<file path="src/rtl/seq_pkg.sv">
// Types and defaults shared by the serializer, the Moore sequence detector and their benches.
package seq_pkg;
  localparam int WIDTH_DEF = 8;
  localparam int LEN_W_DEF = 4;
  localparam int DIV_W_DEF = 4;

  typedef enum logic {IDLE = 1'b0, SHIFT = 1'b1} ser_state_e;

  // Detector state encodings, kept here so stimulus and checker agree on them
  typedef enum logic [2:0] {
    DET_A = 3'b000,
    DET_B = 3'b010,
    DET_C = 3'b110,
    DET_D = 3'b100,
    DET_E = 3'b011
  } det_state_e;
endpackage

</file>
<file path="src/rtl/bit_pattern_serializer_if.sv">
// Control/status bundle between a stimulus controller and the serializer.
interface bit_pattern_serializer_if #(
  parameter int WIDTH = seq_pkg::WIDTH_DEF,
  parameter int LEN_W = seq_pkg::LEN_W_DEF,
  parameter int DIV_W = seq_pkg::DIV_W_DEF
);
  logic [WIDTH-1:0] pattern_i;
  logic [LEN_W-1:0] len_i;
  logic [DIV_W-1:0] period_i;
  logic             start_i;
  logic             repeat_i;
  logic             stop_i;
  logic             bit_o;
  logic             bit_valid_o;
  logic             busy_o;
  logic             done_o;
  logic [LEN_W-1:0] bit_idx_o;

  modport master (
    output pattern_i, len_i, period_i, start_i, repeat_i, stop_i,
    input  bit_o, bit_valid_o, busy_o, done_o, bit_idx_o
  );
  modport slave (
    input  pattern_i, len_i, period_i, start_i, repeat_i, stop_i,
    output bit_o, bit_valid_o, busy_o, done_o, bit_idx_o
  );
endinterface

</file>
<file path="src/rtl/bit_pattern_serializer_timer.sv">
// Per-bit hold timer: down-counter reloaded at each bit boundary, ticks when it reaches 0.
module bit_period_timer #(
  parameter int DIV_W = seq_pkg::DIV_W_DEF
) (
  input  logic             clk,
  input  logic             rst_n,
  input  logic [DIV_W-1:0] reload,
  input  logic             load,
  output logic             tick
);
  logic [DIV_W-1:0] cnt_q;

  always_ff @(posedge clk) begin
    if (!rst_n)             cnt_q <= '0;
    else if (load)          cnt_q <= reload;
    else if (cnt_q != '0)   cnt_q <= cnt_q - DIV_W'(1);
  end

  assign tick = (cnt_q == '0);
endmodule

</file>
<file path="src/rtl/bit_pattern_serializer.sv">
// Serial stimulus source: shifts a captured pattern out LSB first, each bit held period+1 clocks.
module bit_pattern_serializer
  import seq_pkg::*;
#(
  parameter int WIDTH = WIDTH_DEF,
  parameter int LEN_W = LEN_W_DEF,
  parameter int DIV_W = DIV_W_DEF
) (
  input logic                     clk,
  input logic                     rst_n,
  bit_pattern_serializer_if.slave bus
);
  localparam logic [LEN_W-1:0] WIDTH_L = LEN_W'(WIDTH);

  ser_state_e       state_q, state_d;
  logic [WIDTH-1:0] pat_q, pat_d, shreg_q, shreg_d;
  logic [LEN_W-1:0] len_q, len_d, idx_q, idx_d;
  logic [DIV_W-1:0] per_q, per_d, reload;
  logic             rep_q, rep_d, done_q, done_d;
  logic             load, tick;

  bit_period_timer #(.DIV_W(DIV_W)) u_timer (
    .clk    (clk),
    .rst_n  (rst_n),
    .reload (reload),
    .load   (load),
    .tick   (tick)
  );

  always_ff @(posedge clk) begin
    if (!rst_n) begin
      state_q <= IDLE;
      pat_q   <= '0;
      shreg_q <= '0;
      len_q   <= '0;
      idx_q   <= '0;
      per_q   <= '0;
      rep_q   <= 1'b0;
      done_q  <= 1'b0;
    end else begin
      state_q <= state_d;
      pat_q   <= pat_d;
      shreg_q <= shreg_d;
      len_q   <= len_d;
      idx_q   <= idx_d;
      per_q   <= per_d;
      rep_q   <= rep_d;
      done_q  <= done_d;
    end
  end

  always_comb begin
    state_d = state_q;
    pat_d   = pat_q;
    shreg_d = shreg_q;
    len_d   = len_q;
    idx_d   = idx_q;
    per_d   = per_q;
    rep_d   = rep_q;
    done_d  = 1'b0;
    load    = 1'b0;
    reload  = per_q;
    case (state_q)
      IDLE: begin
        if (bus.start_i && bus.len_i != '0) begin
          state_d = SHIFT;
          pat_d   = bus.pattern_i;
          shreg_d = bus.pattern_i;
          len_d   = (bus.len_i > WIDTH_L) ? WIDTH_L : bus.len_i;
          per_d   = bus.period_i;
          rep_d   = bus.repeat_i;
          idx_d   = '0;
          load    = 1'b1;
          reload  = bus.period_i;
        end
      end
      SHIFT: begin
        // Abort wins over an end-of-pass on the same edge
        if (bus.stop_i) begin
          state_d = IDLE;
          idx_d   = '0;
        end else if (tick) begin
          load = 1'b1;
          if (idx_q == len_q - LEN_W'(1)) begin
            done_d  = 1'b1;
            idx_d   = '0;
            shreg_d = pat_q;
            if (!rep_q) state_d = IDLE;
          end else begin
            idx_d   = idx_q + LEN_W'(1);
            shreg_d = shreg_q >> 1;
          end
        end
      end
      default: state_d = IDLE;
    endcase
  end

  assign bus.busy_o      = (state_q == SHIFT);
  assign bus.bit_valid_o = (state_q == SHIFT);
  assign bus.bit_o       = (state_q == SHIFT) & shreg_q[0];
  assign bus.bit_idx_o   = idx_q;
  assign bus.done_o      = done_q;
endmodule

</file>
<file path="src/flat_wrapper.sv">
// flat-port wrapper written by rule: the top's interface ports become plain ports
module bit_pattern_serializer_flat import seq_pkg::*;
#(
  parameter int WIDTH = WIDTH_DEF,
  parameter int LEN_W = LEN_W_DEF,
  parameter int DIV_W = DIV_W_DEF
)
  (clk, rst_n, bus_pattern_i, bus_len_i, bus_period_i, bus_start_i, bus_repeat_i, bus_stop_i, bus_bit_o, bus_bit_valid_o, bus_busy_o, bus_done_o, bus_bit_idx_o);
  bit_pattern_serializer_if #(.WIDTH(WIDTH), .LEN_W(LEN_W), .DIV_W(DIV_W)) bus_i ();
  input logic clk;
  input logic rst_n;
  input wire logic [$bits(bus_i.pattern_i)-1:0] bus_pattern_i;
  input wire logic [$bits(bus_i.len_i)-1:0] bus_len_i;
  input wire logic [$bits(bus_i.period_i)-1:0] bus_period_i;
  input wire logic [$bits(bus_i.start_i)-1:0] bus_start_i;
  input wire logic [$bits(bus_i.repeat_i)-1:0] bus_repeat_i;
  input wire logic [$bits(bus_i.stop_i)-1:0] bus_stop_i;
  output wire logic [$bits(bus_i.bit_o)-1:0] bus_bit_o;
  output wire logic [$bits(bus_i.bit_valid_o)-1:0] bus_bit_valid_o;
  output wire logic [$bits(bus_i.busy_o)-1:0] bus_busy_o;
  output wire logic [$bits(bus_i.done_o)-1:0] bus_done_o;
  output wire logic [$bits(bus_i.bit_idx_o)-1:0] bus_bit_idx_o;
  assign bus_i.pattern_i = bus_pattern_i;
  assign bus_i.len_i = bus_len_i;
  assign bus_i.period_i = bus_period_i;
  assign bus_i.start_i = bus_start_i;
  assign bus_i.repeat_i = bus_repeat_i;
  assign bus_i.stop_i = bus_stop_i;
  assign bus_bit_o = bus_i.bit_o;
  assign bus_bit_valid_o = bus_i.bit_valid_o;
  assign bus_busy_o = bus_i.busy_o;
  assign bus_done_o = bus_i.done_o;
  assign bus_bit_idx_o = bus_i.bit_idx_o;
  bit_pattern_serializer #(.WIDTH(WIDTH), .LEN_W(LEN_W), .DIV_W(DIV_W)) u_core (.clk(clk), .rst_n(rst_n), .bus(bus_i));
endmodule
</file>
<file path="config.mk">
export PLATFORM = sky130hd
export DESIGN_NAME = bit_pattern_serializer_flat
export DESIGN_NICKNAME = d
export VERILOG_FILES = /design/src/rtl/seq_pkg.sv /design/src/rtl/bit_pattern_serializer_if.sv /design/src/rtl/bit_pattern_serializer_timer.sv /design/src/rtl/bit_pattern_serializer.sv /design/src/flat_wrapper.sv
export SDC_FILE = /design/constraint.sdc
export NUM_CORES = 1
export LEC_CHECK = 0
export CAP_MARGIN = 20
export CORE_MARGIN = 2
export CORE_UTILIZATION = 35
export DETAILED_ROUTE_END_ITERATION = 7
export GPL_TIMING_DRIVEN = 0
export RECOVER_POWER = 50
export SLEW_MARGIN = 20
export SYNTH_ARGS = -nofsm -noshare
export SYNTH_HDL_FRONTEND = slang
export SYNTH_SLANG_ARGS = --single-unit
</file>
<file path="constraint.sdc">
create_clock -name clk -period 2 [get_ports clk]
set_input_delay 0.4 -clock clk [delete_from_list [all_inputs] [get_ports clk]]
set_output_delay 0.4 -clock clk [all_outputs]
set_load 0.02 [all_outputs]
</file>
## Word level (Yosys, flattened, before mapping)

Cells that the tools add are included.

| word-level totals | value |
|---|---|
| flip-flop bits (word level) | 35 |
| bits of input ports | 21 |
| output and inout bits | 8 |
| logic and storage cells | 56 |

| operators by class | value |
|---|---|
| add/sub/neg operators | 3 |
| $lt $le $gt $ge | 1 |
| equal/unequal tests | 5 |
| muxes and demuxes | 25 |
| bitwise logic cells | 4 |
| reduce and logical (&&, ||, !) cells | 9 |

Operator list:

| kind | number |
|---|---|
| $mux W4 | 9 |
| $mux W8 | 4 |
| $pmux W8 S2 | 1 |
| $mux W1 | 8 |
| $pmux W4 S2 | 1 |
| $reduce_bool A4 Y1 | 2 |
| $sub A4 B1 Y4 const B | 2 |
| $add A4 B1 Y4 const B | 1 |
| $eq A4 B4 Y1 | 1 |
| $gt A4 B4 Y1 const B | 1 |
| $logic_not A4 Y1 | 1 |
| $ne A2 B2 Y1 const B | 2 |
| $pmux W1 S2 | 2 |
| $reduce_and A2 Y1 | 2 |
| $reduce_or A4 Y1 | 1 |
| $ne A3 B3 Y1 const B | 1 |
| $not A1 Y1 | 3 |
| $reduce_and A3 Y1 | 1 |
| $ne A2 B1 Y1 const B | 1 |
| $reduce_bool A2 Y1 | 1 |
| $and A1 B1 Y1 | 1 |
| $logic_and A1 B1 Y1 | 1 |

## Depth between registers and ports, before layout

Gate-level depths: netlist of the first run.

| depth | value |
|---|---|
| word-level depth | 6 |
| gate-level depth with buffers | 8 |
| depth with buffers taken out | 7 |

## Modules after synthesis

A second synthesis of the first run with hierarchy kept.

| second synthesis, totals | value |
|---|---|
| cell total of the unflattened synthesis | 198 |
| area, all modules | 1710.4 um^2 |

By module, submodules not included:

| module | instances | cells an instance | area each (um^2) | seq. area each (um^2) |
|---|---|---|---|---|
| bit_pattern_serializer | 1 | 175 | 1480.2 | 620.6 |
| bit_period_timer | 1 | 23 | 230.2 | 80.1 |

## Worst setup path before layout of the first run

Ideal clock, no wire load.

| timing | value |
|---|---|
| path type | register to register |
| start | reg u_core.len_q[0] |
| end | reg u_core.shreg_q[0] |
| library setup time | 0.134 ns |
| arrival | 1.672 ns |
| required time | 1.866 ns |
| setup slack | 0.195 ns |
| stages on the path, launching flop included | 8 |
| buffers on the path | 1 |
| period minus slack after synthesis | 1.805 ns |
| path through | dfxtp_1 > inv_1 > ha_1 > xnor2_1 > nor4_4 > buf_6 > mux2i_1 > o22ai_1 |

| on the way | value |
|---|---|
| cells in the longest elaborated chain, start to end | 6 |

RTL lines:

| what | line | RTL |
|---|---|---|
| from (decl) | bit_pattern_serializer.sv:17 | `logic [LEN_W-1:0] len_q, len_d, idx_q, idx_d;` |
| from (signal assigned) | bit_pattern_serializer.sv:44 | `len_q <= len_d;` |
| $sub A4 B1 Y4 | bit_pattern_serializer.sv:84 | `if (idx_q == len_q - LEN_W'(1)) begin` |
| $eq A4 B4 Y1 | bit_pattern_serializer.sv:84 |  |
| $mux W8 | bit_pattern_serializer.sv:84 |  |
| $mux W8 | bit_pattern_serializer.sv:82 | `end else if (tick) begin` |
| $mux W8 | bit_pattern_serializer.sv:79 | `if (bus.stop_i) begin` |
| $pmux W8 S2 | bit_pattern_serializer.sv:63 | `case (state_q)` |
| to (signal assigned) | bit_pattern_serializer.sv:43 | `shreg_q <= shreg_d;` |
| to (decl) | bit_pattern_serializer.sv:16 | `logic [WIDTH-1:0] pat_q, pat_d, shreg_q, shreg_d;` |

Every way passes these cells. The select of a mux whose other input is x is not followed.
A chain may end at the register's enable or synchronous reset.

## Worst setup path in the final report of the first run

| timing | value |
|---|---|
| start | in bus_len_i[0] |
| end | reg u_core.shreg_q[3] |

| on the way | value |
|---|---|
| cells in the longest elaborated chain, start to end | 4 |

RTL lines:

| what | line | RTL |
|---|---|---|
| from (decl) | flat_wrapper.sv:13 | `input wire logic [$bits(bus_i.len_i)-1:0] bus_len_i;` |
| $reduce_bool A4 Y1 | bit_pattern_serializer.sv:65 | `if (bus.start_i && bus.len_i != '0) begin` |
| $logic_and A1 B1 Y1 | bit_pattern_serializer.sv:65 |  |
| $ne A2 B1 Y1 (no line) | n/a |  |
| $reduce_and A3 Y1 (no line) | n/a |  |

Every way passes these cells.

==> results of run 1 <==
==> power by group through the flow <==
stage,combinational (µW),clock (µW),sequential (µW)
2_1_floorplan,202,0,790
3_3_place_gp,300,0,796
3_5_place_dp,302,0,797
4_1_cts,318,485,784
5_1_grt,414,511,792
6_report,373,476,785
==> cell type report <==
| type | instances | area (µm²) | share of cell area [%] |
|---|---|---|---|
| multi-input cells | 141 | 923 | 40.8 |
| flip-flops and latches | 35 | 707 | 31.3 |
| repair buffers | 42 | 397 | 17.5 |
| clock buffers | 6 | 72.6 | 3.21 |
| plain buffers | 10 | 71.3 | 3.15 |
| well taps | 54 | 67.6 | 2.99 |
| inverters | 6 | 22.5 | 0.996 |
==> cells by family after synthesis <==
| family | after synthesis |
|---|---|
| buf+inv | 16 |
| simple gates | 64 |
| fa+ha+maj | 3 |
| compound gates | 57 |
| flops | 35 |
| xor+xnor | 8 |
| mux | 9 |
==> flip-flops by register name (all words and copies together), names as in the netlist <==
signal,flops
u_core.len_q,4
u_core.bus.bit_idx_o,4
u_core.rep_q,1
u_core.shreg_q,8
u_core.bus.done_o,1
u_core.u_timer.cnt_q,4
u_core.pat_q,8
u_core.per_q,4
u_core.bus.bit_valid_o,1
==> how the worst max path moves through the flow <==
| stage | startpoint | to | depth (start not counted) |
|---|---|---|---|
| after floorplan | u_core.len_q[0]$_SDFFE_PN0P_ | u_core.shreg_q[0]$_SDFFE_PN0P_ | 7 |
| after global placement | bus_len_i[0] | u_core.u_timer.cnt_q[1]$_SDFFE_PN0P_ | 6 |
| after detailed placement | bus_len_i[0] | u_core.u_timer.cnt_q[1]$_SDFFE_PN0P_ | 6 |
| after CTS | bus_len_i[2] | u_core.shreg_q[4]$_SDFFE_PN0P_ | 8 |
| after global routing | bus_len_i[0] | u_core.shreg_q[3]$_SDFFE_PN0P_ | 8 |
| final | bus_len_i[0] | u_core.shreg_q[3]$_SDFFE_PN0P_ | 8 |
==> metrics by stage <==
step	worst slack [ns]	util [%]	power (µW)	TNS [ns]
after global placement	-0.375	43.2	1100	-8.00
final	0.0484	48.5	1630	0
after floorplan	0.195	-	992	0
after detailed placement	-0.348	43.2	1100	-7.44
after global routing	-0.0284	48.5	1720	-0.0374
after CTS	0.00231	45.6	1590	0
==> placed cells by master, fill, tap and decap left out, types with 2 or more instances in the layout <==
cell,synthesis,routed
buf_4,1,13
a21oi_1,25,25
dlymetal6s2s_1,0,3
a21boi_2,0,3
a21boi_0,4,4
nand2_2,0,2
nand3b_1,2,2
dfxtp_2,0,2
nand3_1,5,5
o22ai_1,7,7
clkbuf_2,0,3
xnor2_1,7,7
clkbuf_8,0,5
buf_6,3,3
a31oi_1,2,2
clkdlybuf4s50_1,0,19
nand2b_1,2,2
ha_1,3,3
inv_1,6,6
o21ai_0,12,11
nor3_1,2,2
nor3b_1,4,4
dlygate4sd3_1,0,6
nor2b_1,2,2
a211oi_2,0,2
dfxtp_1,35,32
and2_1,3,3
nor2_1,7,7
mux2i_1,9,8
nand2_1,27,25
clkbuf_1,4,4
==> layer usage <==
metal,routed length [µm],up-vias
met4,62,0
met2,1900,34
met3,171,7
met1,1990,670
li1,-,775
met5,0,-
==> worst max-delay path: cells and delay by family <==
family,cells,cell delay (ns)
compound gates,2,0.23
buf+inv,3,0.71
simple gates,3,0.77
==> repair_timing <==
| item | CTS | global route |
|---|---|---|
| buffers inserted | 4 | 10 |
| pin swaps | 5 | 7 |
| hold endpoints to repair | 0 | 0 |
| gates resized for setup | 3 | 20 |
| setup endpoints to repair | 10 | 17 |
==> reports/qor.txt, run 1 <==
Post-route minimum period: 1.95 ns
Most instantiated cells after synthesis: dfxtp_1 (35), nand2_1 (27), a21oi_1 (25)
Leak pwr: 0.000858 µW
Worst path cell trace: clkdlybuf4s50_1, or4_4, and3b_1, buf_6, buf_8, nand2_1, a21boi_2, o22ai_1
Largest family of logic cells by synthesized area: simple AND/OR/NAND/NOR gates
Post-CTS Hold Fix Bufs: 0
Global route hottest layer: met2
# diodes: 0
CP Launch Type: primary input
Crit. End Element: flop
Final Hold Vio Count: 0
Die H: 73.0 µm
First-pass GRT wire length: 6620 µm
Vias in the first global route: 1,345
Post-synthesis adder-cell area fraction: 2.26%
Worst-case clock buffer depth: 2
Post-synth EDFFs: 0
Worst Hold Class: in -> reg
Xor/xnor share of the synthesized area: 4.21%
I/O pin count: 29
Worst-path fanout max: 9
Met1 usage: 22.5%
Final Skew: 0.00637 ns
Cell area power density: 723 nW/µm²
FP Rows: 25
Reg2reg setup slack: 0.08 ns
Largest net degree at the start of global routing: 11
Clock Tree Root: clkbuf_8
Yosys top cell area share: 42.1%
Area growth from synthesis to layout: 35.9%
Max_slew headroom: 62.2%
Switching power: 463 µW
#FFs+latches synth: 35
Reg2reg path depth: 8
Compound-Gate Fraction of Synth Area: 19.5%
CP required: 2.15 ns
Peak VDD IR: 0.504 mV
Initial antenna violation count: 0
Register share of total power: 48.0%
Via Count: 1,486
Min Hold Slack: 0.444 ns
DRT antenna net count: 0
CP peak stage delay: 0.49 ns
Top_reg_cell synth: dfxtp_1
Gpl congestion: 0.762
Die Footprint: 5320 µm²
Max-Cap Viols: 0
Origin of the worst min-delay path: bus_len_i[3]
DRC viols: 0
GR met2 Demand/Resource: 24.4%
Post-synthesis simple-gate area fraction: 21.1%
Reg2reg end: u_core.bus.bit_idx_o[3]$_SDFFE_PN0P_
Max Slew Vio Count: 0
Register area share after synthesis: 42.1%
CTS tree: yes
Routed WL: 4130 µm
Post-synthesis mux area share: 5.41%
Layout Cells excl Fill: 294
Worst-skew pair later-pin latency: 0.29 ns
Initial core utilization: 35.7%
CORE AREA: 4660 µm²
Grt total ovfl: 0
CP max-delay cell: or4_4
GRT Total Usage: 16.6%
Reg clk slew, reported paths: 0.07 ns
Met3 Use GR: 3.73%
Vias per cell: 5.05
Worst slew pin tran: 0.568 ns
Final Cycle Share: 97.6%
Syn avg cell area: 8.67 µm²
Count leader, synth: dfxtp_1
Dpl hpwl: 2660 µm
Synth area leader: dfxtp_1
Fmax: 0.512 GHz
Ratio of cells with drive above 1 in the final layout: 18.3%
Mapped Cells: 192
TritonCTS buffer count: 5
Endpoint, Worst Hold: u_core.len_q[3]$_SDFFE_PN0P_
Hold depth: 3
Die width: 73.0 µm
Combinational share of power: 22.8%
Placement Cell Area: 2010 µm²
DRT Pass-1 Iters: 4
Port Buf Inserts: 28
Area contributors post-synth: dfxtp_1 (42%), a21oi_1 (7.5%), nand2_1 (6.1%), mux2i_1 (5.4%), xnor2_1 (3.7%)
WS Path Type: in -> reg
Outcome: complete, no violations
H-tree Lvls: 2
Sw Share: 28.3%
Clock sink total: 35
Unique cell type count in the Yosys netlist: 36
Drt wl/cell: 14.0 µm
Drt first-iter violations: 55
Post-Synthesis Cell Area: 1660 µm²
Fillers: 448
Clock Power Share: 29.1%
Final Setup Violations: 0
Dpl cells: 274
Reg-to-reg startpoint: u_core.len_q[0]$_SDFFE_PN0P_
Post-route cell area: 2260 µm²
Syn. warnings: 0
Nets: 265
Worst Path Arrival: 2.10 ns
P_int: 1170 µW
Syn Nets: 216
Post-synth ARST share: 0%
Power figures use the tool's default switching activity.
==> inputs of run 2 (changes only) <==
--- a/config.mk
+++ b/config.mk
@@ -8,9 +8,10 @@
 export CAP_MARGIN = 20
 export CORE_MARGIN = 2
 export CORE_UTILIZATION = 35
+export CTS_CLUSTER_DIAMETER = 50
 export DETAILED_ROUTE_END_ITERATION = 7
 export GPL_TIMING_DRIVEN = 0
-export RECOVER_POWER = 50
+export RECOVER_POWER = 25
 export SLEW_MARGIN = 20
 export SYNTH_ARGS = -nofsm -noshare
 export SYNTH_HDL_FRONTEND = slang
==> reports/qor.txt, run 2 (same netlist as run 1, synthesis figures left out) <==
Nets: 265
Final Cycle Share: 97.6%
Gpl congestion: 0.762
Routed WL: 4130 µm
Leak pwr: 0.000858 µW
First-pass GRT wire length: 6620 µm
Vias per cell: 5.05
Post-CTS Hold Fix Bufs: 0
Worst-case clock buffer depth: 2
Most frequent cells in the layout: dfxtp_1 (32), nand2_1 (25), a21oi_1 (25)
TritonCTS buffer count: 5
Largest regs: u_core.pat_q x8, u_core.shreg_q x8
Worst Hold Class: in -> reg
Worst Path Arrival: 2.10 ns
CORE AREA: 4660 µm²
H-tree Lvls: 2
Final Hold Vio Count: 0
WS Path Type: in -> reg
Clock Tree Root: clkbuf_8
Fmax: 0.512 GHz
Die width: 73.0 µm
Commonest non-fill, non-tap cell in the layout: dfxtp_1
Grt total ovfl: 0
Sequential standard cell area: 707 µm²
Area growth from synthesis to layout: 35.9%
Max_slew headroom: 62.2%
Vias in the first global route: 1,345
Max-Cap Viols: 0
Final Skew: 0.00637 ns
DRC viols: 0
Outcome: complete, no violations
Post-route minimum period: 1.95 ns
Reg clk slew, reported paths: 0.07 ns
Final Setup Violations: 0
FP Rows: 25
Post-route cell area: 2260 µm²
Max Slew Vio Count: 0
Largest net degree at the start of global routing: 11
Initial antenna violation count: 0
# diodes: 0
DRT antenna net count: 0
Ratio of cells with drive above 1 in the final layout: 18.3%
Worst slew pin tran: 0.567 ns
Drt wl/cell: 14.0 µm
Die H: 73.0 µm
Peak VDD IR: 0.504 mV
Drt first-iter violations: 51
Fillers: 448
Cell area power density: 723 nW/µm²
Area occupied by multi-input gates: 923 µm²
CP Launch Type: primary input
Initial core utilization: 35.7%
DRT Pass-1 Iters: 4
Clock sink total: 35
Die Footprint: 5320 µm²
Crit. End Element: flop
CP required: 2.15 ns
I/O pin count: 29
GRT Total Usage: 16.6%
Via Count: 1,485
Port Buf Inserts: 28
Worst-skew pair later-pin latency: 0.29 ns
Worst-path fanout max: 9
CTS tree: yes
Dpl hpwl: 2660 µm
Placement Cell Area: 2010 µm²
Min Hold Slack: 0.444 ns
==> run 2: cell count changes in the layout (fill, tap and decap cells not counted), sizes merged <==
cell    change
clkbuf      -1
buf         +1
==> run 2: report_power, final <==
group          switching (µW)  total (µW)  leakage, µW  internal [µW]
sequential               39.5         785     0.000289            745
clock                     244         476    0.0000371            232
combinational             179         373     0.000532            194
==> run 2: repair_timing <==
action | CTS | global route
buffers inserted | 4 | 10
gates resized for setup | 3 | 20
pin swaps | 5 | 7
endpoints found under the setup margin | 10 | 17
==> run 2: worst paths after layout <==
check | from | endpoint | slack (ns) | cells after the start
hold / removal | bus_len_i[3] | u_core.len_q[3]$_SDFFE_PN0P_ | 0.44 | 3
setup reg to reg | u_core.len_q[0]$_SDFFE_PN0P_ | u_core.bus.bit_idx_o[3]$_SDFFE_PN0P_ | 0.08 | 8
setup / recovery | bus_len_i[0] | u_core.shreg_q[3]$_SDFFE_PN0P_ | 0.05 | 8
hold reg to reg | u_core.per_q[3]$_SDFF_PN0_ | u_core.per_q[3]$_SDFF_PN0_ | 0.45 | 2
==> run 2: critical path: stages <==
cell and delay [ns]:
clkdlybuf4s50_1 0.43, or4_4 0.49, and3b_1 0.20, buf_6 0.14, buf_8 0.14, nand2_1 0.08, a21boi_2 0.15, o22ai_1 0.08
==> run 2: cell type report <==
class / count / area share (%)
multi-input cells: 141 / 40.8
inverters: 6 / 0.996
repair buffers: 42 / 17.5
well taps: 54 / 2.99
clock buffers: 6 / 3.21
flip-flops and latches: 35 / 31.3
plain buffers: 10 / 3.15
==> run 2: metal layers <==
layer  track usage, %  routed length (µm)  vias to the layer above
met2             24.4                1900                       34
met4             9.05                  62                        0
li1                 -                   -                      774
met3             3.73                 171                        7
met1             22.5                1990                      670
met5                0                   0                        -
==> run 2: metrics by stage <==
step	worst slack, ns	power, µW	instances	utilization (%)	TNS (ns)
finish	0.0484	1630	294	48.5	0
global route	-0.0284	1720	294	48.5	-0.0374
CTS	0.00231	1590	284	45.6	0
detailed placement	-0.348	1100	274	43.2	-7.44
global placement	-0.375	1100	274	43.2	-8.00
floorplan	0.195	992	192	-	0
